--- src/rtl/rd_pipeline_tracker.sv ---
// Tracks rd through EX/MEM/WB for forwarding; stalls the front end on load-use and multi-cycle divide.
// Registered stage qualifiers, combinational stall_o; divide holds EX for DIV_LATENCY cycles.
module rd_pipeline_tracker #(
    parameter int DIV_LATENCY = 4
) (
    input  logic       clk,
    input  logic       rst,
    input  logic       id_valid_i,
    input  logic       rd_we_id_i,
    input  logic [4:0] rd_address_id_i,
    input  logic [4:0] rs1_address_id_i,
    input  logic [4:0] rs2_address_id_i,
    input  logic       rs1_used_id_i,
    input  logic       rs2_used_id_i,
    input  logic       mem_read_id_i,
    input  logic       div_id_i,
    input  logic       flush_i,
    output logic       rd_we_ex_o,
    output logic [4:0] rd_address_ex_o,
    output logic       rd_we_mem_o,
    output logic [4:0] rd_address_mem_o,
    output logic       rd_we_wb_o,
    output logic [4:0] rd_address_wb_o,
    output logic       stall_o,
    output logic       div_busy_o
);

    localparam logic [4:0] LP_DIV_LOAD = 5'(DIV_LATENCY - 1);
    localparam logic       LP_MULTI    = (DIV_LATENCY > 1);

    typedef enum logic {S_IDLE, S_BUSY} state_t;

    state_t     r_state;
    state_t     w_state_nxt;
    logic [4:0] r_cnt;

    logic       r_ex_valid, r_ex_we, r_ex_load;
    logic [4:0] r_ex_rd;
    logic       r_mem_valid, r_mem_we;
    logic [4:0] r_mem_rd;
    logic       r_wb_valid, r_wb_we;
    logic [4:0] r_wb_rd;

    logic       w_div_busy;
    logic       w_load_use;
    logic       w_take_id;

    assign w_load_use = r_ex_valid && r_ex_load && (r_ex_rd != 5'd0) && id_valid_i &&
                        ((rs1_used_id_i && (rs1_address_id_i == r_ex_rd)) ||
                         (rs2_used_id_i && (rs2_address_id_i == r_ex_rd)));

    // Busy wins over everything, so a flush during a divide is deliberately ignored here.
    assign w_take_id = !w_div_busy && !w_load_use && !flush_i && id_valid_i;

    always_ff @(posedge clk) begin
        if (rst) r_state <= S_IDLE;
        else     r_state <= w_state_nxt;
    end

    always_comb begin
        w_state_nxt = r_state;
        case (r_state)
            S_IDLE:  if (w_take_id && div_id_i && LP_MULTI) w_state_nxt = S_BUSY;
            S_BUSY:  if (r_cnt == 5'd1) w_state_nxt = S_IDLE;
            default: w_state_nxt = S_IDLE;
        endcase
    end

    always_comb begin
        w_div_busy = (r_state == S_BUSY);
    end

    always_ff @(posedge clk) begin
        if (rst)                                           r_cnt <= 5'd0;
        else if (r_state == S_IDLE && w_state_nxt == S_BUSY) r_cnt <= LP_DIV_LOAD;
        else if (w_div_busy)                               r_cnt <= r_cnt - 5'd1;
    end

    always_ff @(posedge clk) begin
        if (rst) begin
            r_ex_valid  <= 1'b0;
            r_ex_we     <= 1'b0;
            r_ex_load   <= 1'b0;
            r_ex_rd     <= 5'd0;
            r_mem_valid <= 1'b0;
            r_mem_we    <= 1'b0;
            r_mem_rd    <= 5'd0;
            r_wb_valid  <= 1'b0;
            r_wb_we     <= 1'b0;
            r_wb_rd     <= 5'd0;
        end else begin
            r_wb_valid <= r_mem_valid;
            r_wb_we    <= r_mem_we;
            r_wb_rd    <= r_mem_rd;
            if (w_div_busy) begin
                r_mem_valid <= 1'b0;
                r_mem_we    <= 1'b0;
                r_mem_rd    <= 5'd0;
            end else begin
                r_mem_valid <= r_ex_valid;
                r_mem_we    <= r_ex_we;
                r_mem_rd    <= r_ex_rd;
                if (w_take_id) begin
                    r_ex_valid <= 1'b1;
                    r_ex_we    <= rd_we_id_i;
                    r_ex_load  <= mem_read_id_i;
                    r_ex_rd    <= rd_address_id_i;
                end else begin
                    r_ex_valid <= 1'b0;
                    r_ex_we    <= 1'b0;
                    r_ex_load  <= 1'b0;
                    r_ex_rd    <= 5'd0;
                end
            end
        end
    end

    assign rd_we_ex_o       = r_ex_valid && r_ex_we && (r_ex_rd != 5'd0);
    assign rd_address_ex_o  = r_ex_valid ? r_ex_rd : 5'd0;
    assign rd_we_mem_o      = r_mem_valid && r_mem_we && (r_mem_rd != 5'd0);
    assign rd_address_mem_o = r_mem_valid ? r_mem_rd : 5'd0;
    assign rd_we_wb_o       = r_wb_valid && r_wb_we && (r_wb_rd != 5'd0);
    assign rd_address_wb_o  = r_wb_valid ? r_wb_rd : 5'd0;
    assign div_busy_o       = w_div_busy;
    assign stall_o          = w_load_use || w_div_busy;

endmodule

--- config.mk ---
export PLATFORM = sky130hd
export DESIGN_NAME = rd_pipeline_tracker
export DESIGN_NICKNAME = d
export VERILOG_FILES = /design/src/rtl/rd_pipeline_tracker.sv
export SDC_FILE = /design/constraint.sdc
export NUM_CORES = 1
export LEC_CHECK = 0
export ABC_AREA = 1
export ABC_CLOCK_PERIOD_IN_PS = 2550
export CAP_MARGIN = 15
export CORE_MARGIN = 5
export CORE_UTILIZATION = 35
export CTS_BUF_LIST = sky130_fd_sc_hd__clkbuf_4 sky130_fd_sc_hd__clkbuf_8
export CTS_CLUSTER_DIAMETER = 150
export DETAILED_ROUTE_END_ITERATION = 8
export GPL_TIMING_DRIVEN = 0
export PLACE_DENSITY_LB_ADDON = 0.15
export SYNTH_ARGS = -nofsm -noshare
export SYNTH_HDL_FRONTEND = slang
export SYNTH_SLANG_ARGS = --single-unit
--- constraint.sdc ---
create_clock -name clk -period 2.55 [get_ports clk]
set_clock_uncertainty 0.1 [all_clocks]
set_input_delay 0.51 -clock clk [delete_from_list [all_inputs] [get_ports clk]]
set_output_delay 0.51 -clock clk [all_outputs]
set_load 0.05 [all_outputs]
==> summary.md <==
| Metric | Value |
|---|---|
| Status | complete, no violations |
| Final net count | 285 |
| Syn-to-layout area delta | 40.0% |
| R2R Path End | r_cnt[1] |
| Routed vias | 1,331 |
| Flops & latches, synth | 28 |
| Vias per cell | between 4 and 5 |
| Port Buffers | 42 |
| Detailed placement HPWL | 2420 um |
| R2R Path Start | r_ex_rd[1] |
| Total die area | between 5000 and 6000 um^2 |
| Tmin final | ~2.4 ns |
| Worst hold stages | 2 |
| DR iter-0 viols | 42 |
| FMAX | 0.418 GHz |
| Post-route worst setup slack | about 0.16 ns |
| HP Start | r_mem_rd[2] |
| Global-route wire length before repair | 5230 um |
| Syn Area/Cell | about 6.7 um^2 |
| R2r setup slk | between 1 and 1.5 ns |
| Synth unique cells | 22 |
| Part of the cycle the worst path needs | 0.938 |
| CTS root buffer | clkbuf_8 |
| DP Worst Slack | -0.444 ns |
| Crit-path max FO | 10 |
| Initial antenna violation count | 0 |
| I/O pins | 44 |
| Crit. End Element | output pin |
| Row count | 23 |
| Critical path required time | just under 2 ns |
| Die span in y | between 70 and 80 um |
| Initial core utilization | 0.358 |
| TritonCTS clock tree | done |
| Clk sinks | 28 |
| Slew Viols, Final | 0 |
| Max rail drop VDD | about 0.35 mV |
| Worst-Skew Late Latency | 0.27 ns |
| Routability cong. | 0.760 |
| Die Width | 73.5 um |
| WHS | 0.341 ns |
| TritonCTS buffer count | 3 |
| Max_slew headroom | 0.663 |
| Post-Synthesis Cells | 212 |
| Total congestion overflow | 0 |
| Synth cell count leaders | nand2_1 (56), inv_1 (49), dfxtp_1 (28), nor2_1 (25), a21oi_1 (11) |
| Post-synth EDFFs | 0 |
| Total GRT Usage | 0.121 |
| Largest area contributor in the netlist | dfxtp_1 |
| Post-DRT Antenna Nets | 0 |
| Largest net degree at the start of global routing | 17 |
| Util after Layout | 0.501 |
| Area of the mapped netlist | roughly 1400 um^2 |
| Share of cells above drive strength 1 | 0.0659 |
| Pwr Total | ~0.00094 W |
| Clk slew on worst S/H paths | approximately 0.090 ns |
| Worst Tran Pin Value | a little over 0.5 ns |
| Drt drc | 0 |
| H-tree depth | 1 |
| N_diodes | 0 |
| Drt wl/cell | about 10 um |
| RSZ-0062 raised after global routing | false |
| Most common cell in the netlist | nand2_1 |
| Hold worst-path end | r_wb_rd[2] |
| TNS Setup | 0 ns |
| Startpoint Class | input pin |
| Max-Cap Viols | 0 |
| Drt pass-1 iters | 4 |
| Hold Crit Class | reg -> reg |
| Crit Path Class | in -> out |
| Syn nets | around 240 |
| Synth top area share | 0.397 |
| Total core area | around 4000 um^2 |
| Register area share after synthesis | 0.397 |
| Final setup vio count | 0 |
| Vias in the first global route | between 1,000 and 1,500 |
| Max Root-Sink Buffers | 2 |
| Postcts setup bufs | 0 |
| Fraction of registers with async set/reset | 0 |
| Detailed Route WL | between 3000 and 4000 um |
| Hold Vio Cnt, Final | 0 |
| Cells taking the most area after synthesis | dfxtp_1 (40%), nand2_1 (15%), inv_1 (13%) |
| R2R cell count | 11 |
| Pwr dens | 477 nW/um^2 |
| Yosys warns | 0 |
| Most used DFF post-synth | dfxtp_1 |
| CP arrival | approximately 1.8 ns |
| Pleak | between 1 and 1.5 nW |
-- per-stage QoR --
step	std cells	cell area, um^2
floorplan	212	1410
global placement	304	1890
detailed placement	304	1890
CTS	308	1960
global route	308	1980
finish	308	1980
-- per-layer routing --
| metal | GRT usage | vias up | share of wire |
|---|---|---|---|
| li1 | - | 727 | - |
| met1 | 0.150 | 570 | 0.45 |
| met2 | 0.210 | 32 | 0.47 |
| met3 | 0.0397 | 2 | 0.071 |
| met4 | 0.0181 | 0 | 0.0062 |
| met5 | 0 | - | 0 |
-- cells in the final DEF (no fill, tap or decap) --
| cell | count |
|---|---|
| nor3_1 | 1 |
| buf_4 | 1 |
| dlymetal6s2s_1 | 6 |
| a21oi_2 | 1 |
| o311ai_0 | 2 |
| inv_1 | 49 |
| clkdlybuf4s50_1 | 33 |
| dfxtp_1 | 28 |
| bufinv_16 | 1 |
| nand3_1 | 8 |
| clkbuf_8 | 5 |
| nand4_4 | 1 |
| nand4_1 | 10 |
| nand2_2 | 1 |
| a21oi_1 | 11 |
| inv_2 | 4 |
| nand2_4 | 2 |
| ha_1 | 2 |
| o21ai_0 | 2 |
| nand2_1 | 56 |
| xor2_1 | 2 |
| or3_1 | 1 |
| nor2_2 | 1 |
| clkbuf_1 | 2 |
| dlygate4sd1_1 | 1 |
| dlygate4sd2_1 | 2 |
| nor2_1 | 25 |
-- sequential cells by signal, summed over array words and instances (netlist names) --
name         cells
r_mem_rd         5
r_ex_we          1
r_ex_rd          5
r_mem_valid      1
r_wb_we          1
r_cnt            5
div_busy_o       1
r_wb_valid       1
r_mem_we         1
r_ex_load        1
r_ex_valid       1
r_wb_rd          5
-- timing repair --
| item | in CTS | in global routing |
|---|---|---|
| pin swaps | 0 | 0 |
| gates resized for setup | 7 | 8 |
| endpoints found under the hold margin | 0 | 0 |
| hold buffers | 0 | 0 |
| setup endpoints to repair | 3 | 7 |
-- power by group --
part / switching [W] / leakage, nW / internal [W] / total [W]
clock network: 0.000134 / 0.0357 / 0.000210 / 0.000344
registers: 0.0000115 / 0.227 / 0.000451 / 0.000463
logic: 0.0000700 / 0.857 / 0.0000653 / 0.000135
total: 0.000215 / 1.12 / 0.000727 / 0.000942
-- cell type report --
cell class                      count  area [um^2]
Buffer                              5         43.8
Clock inverter                      1         30.0
Clock buffer                        3         41.3
Tap cell                           50         62.6
Inverter                           53          199
Fill cell                         397         1970
Sequential cell                    28          561
Timing Repair Buffer               42          430
Multi-Input combinational cell    126          608
-- critical path: stages --
cell and delay, ns:
clkdlybuf4s50_1 0.49, inv_1 0.05, nand2_1 0.05, nand2_1 0.05, nor2_1 0.08, nand3_1 0.09, nand2_2 0.10, nand2_4 0.09
nand2_1 0.07, buf_4 0.19
-- kinds of logic (layout without fill, tap and decap cells) --
family / Yosys count / after routing / synth area share
adder cells (fa/ha/maj): 2 / 2 / 0.0177
flip-flops: 28 / 28 / 0.397
XOR/XNOR: 2 / 2 / 0.0124
buffers and inverters: 58 / 104 / 0.172
AND/OR/NAND/NOR: 106 / 106 / 0.336
AO/OA/AOI/OAI: 16 / 16 / 0.0647
-- worst max-delay path by stage --
| stage | startpoint | end | slack, ns | depth (start not counted) |
|---|---|---|---|---|
| after floorplan | div_busy_o | stall_o | 0.50 | 3 |
| after global placement | rs2_address_id_i[0] | stall_o | -0.46 | 10 |
| after detailed placement | rs2_address_id_i[0] | stall_o | -0.44 | 10 |
| after CTS | r_ex_valid | rd_address_ex_o[4] | 0.01 | 4 |
| after global routing | rs1_address_id_i[3] | stall_o | 0.02 | 10 |
| final | rs2_address_id_i[0] | stall_o | 0.16 | 10 |
No activity file was read; power rests on OpenSTA's default activity.
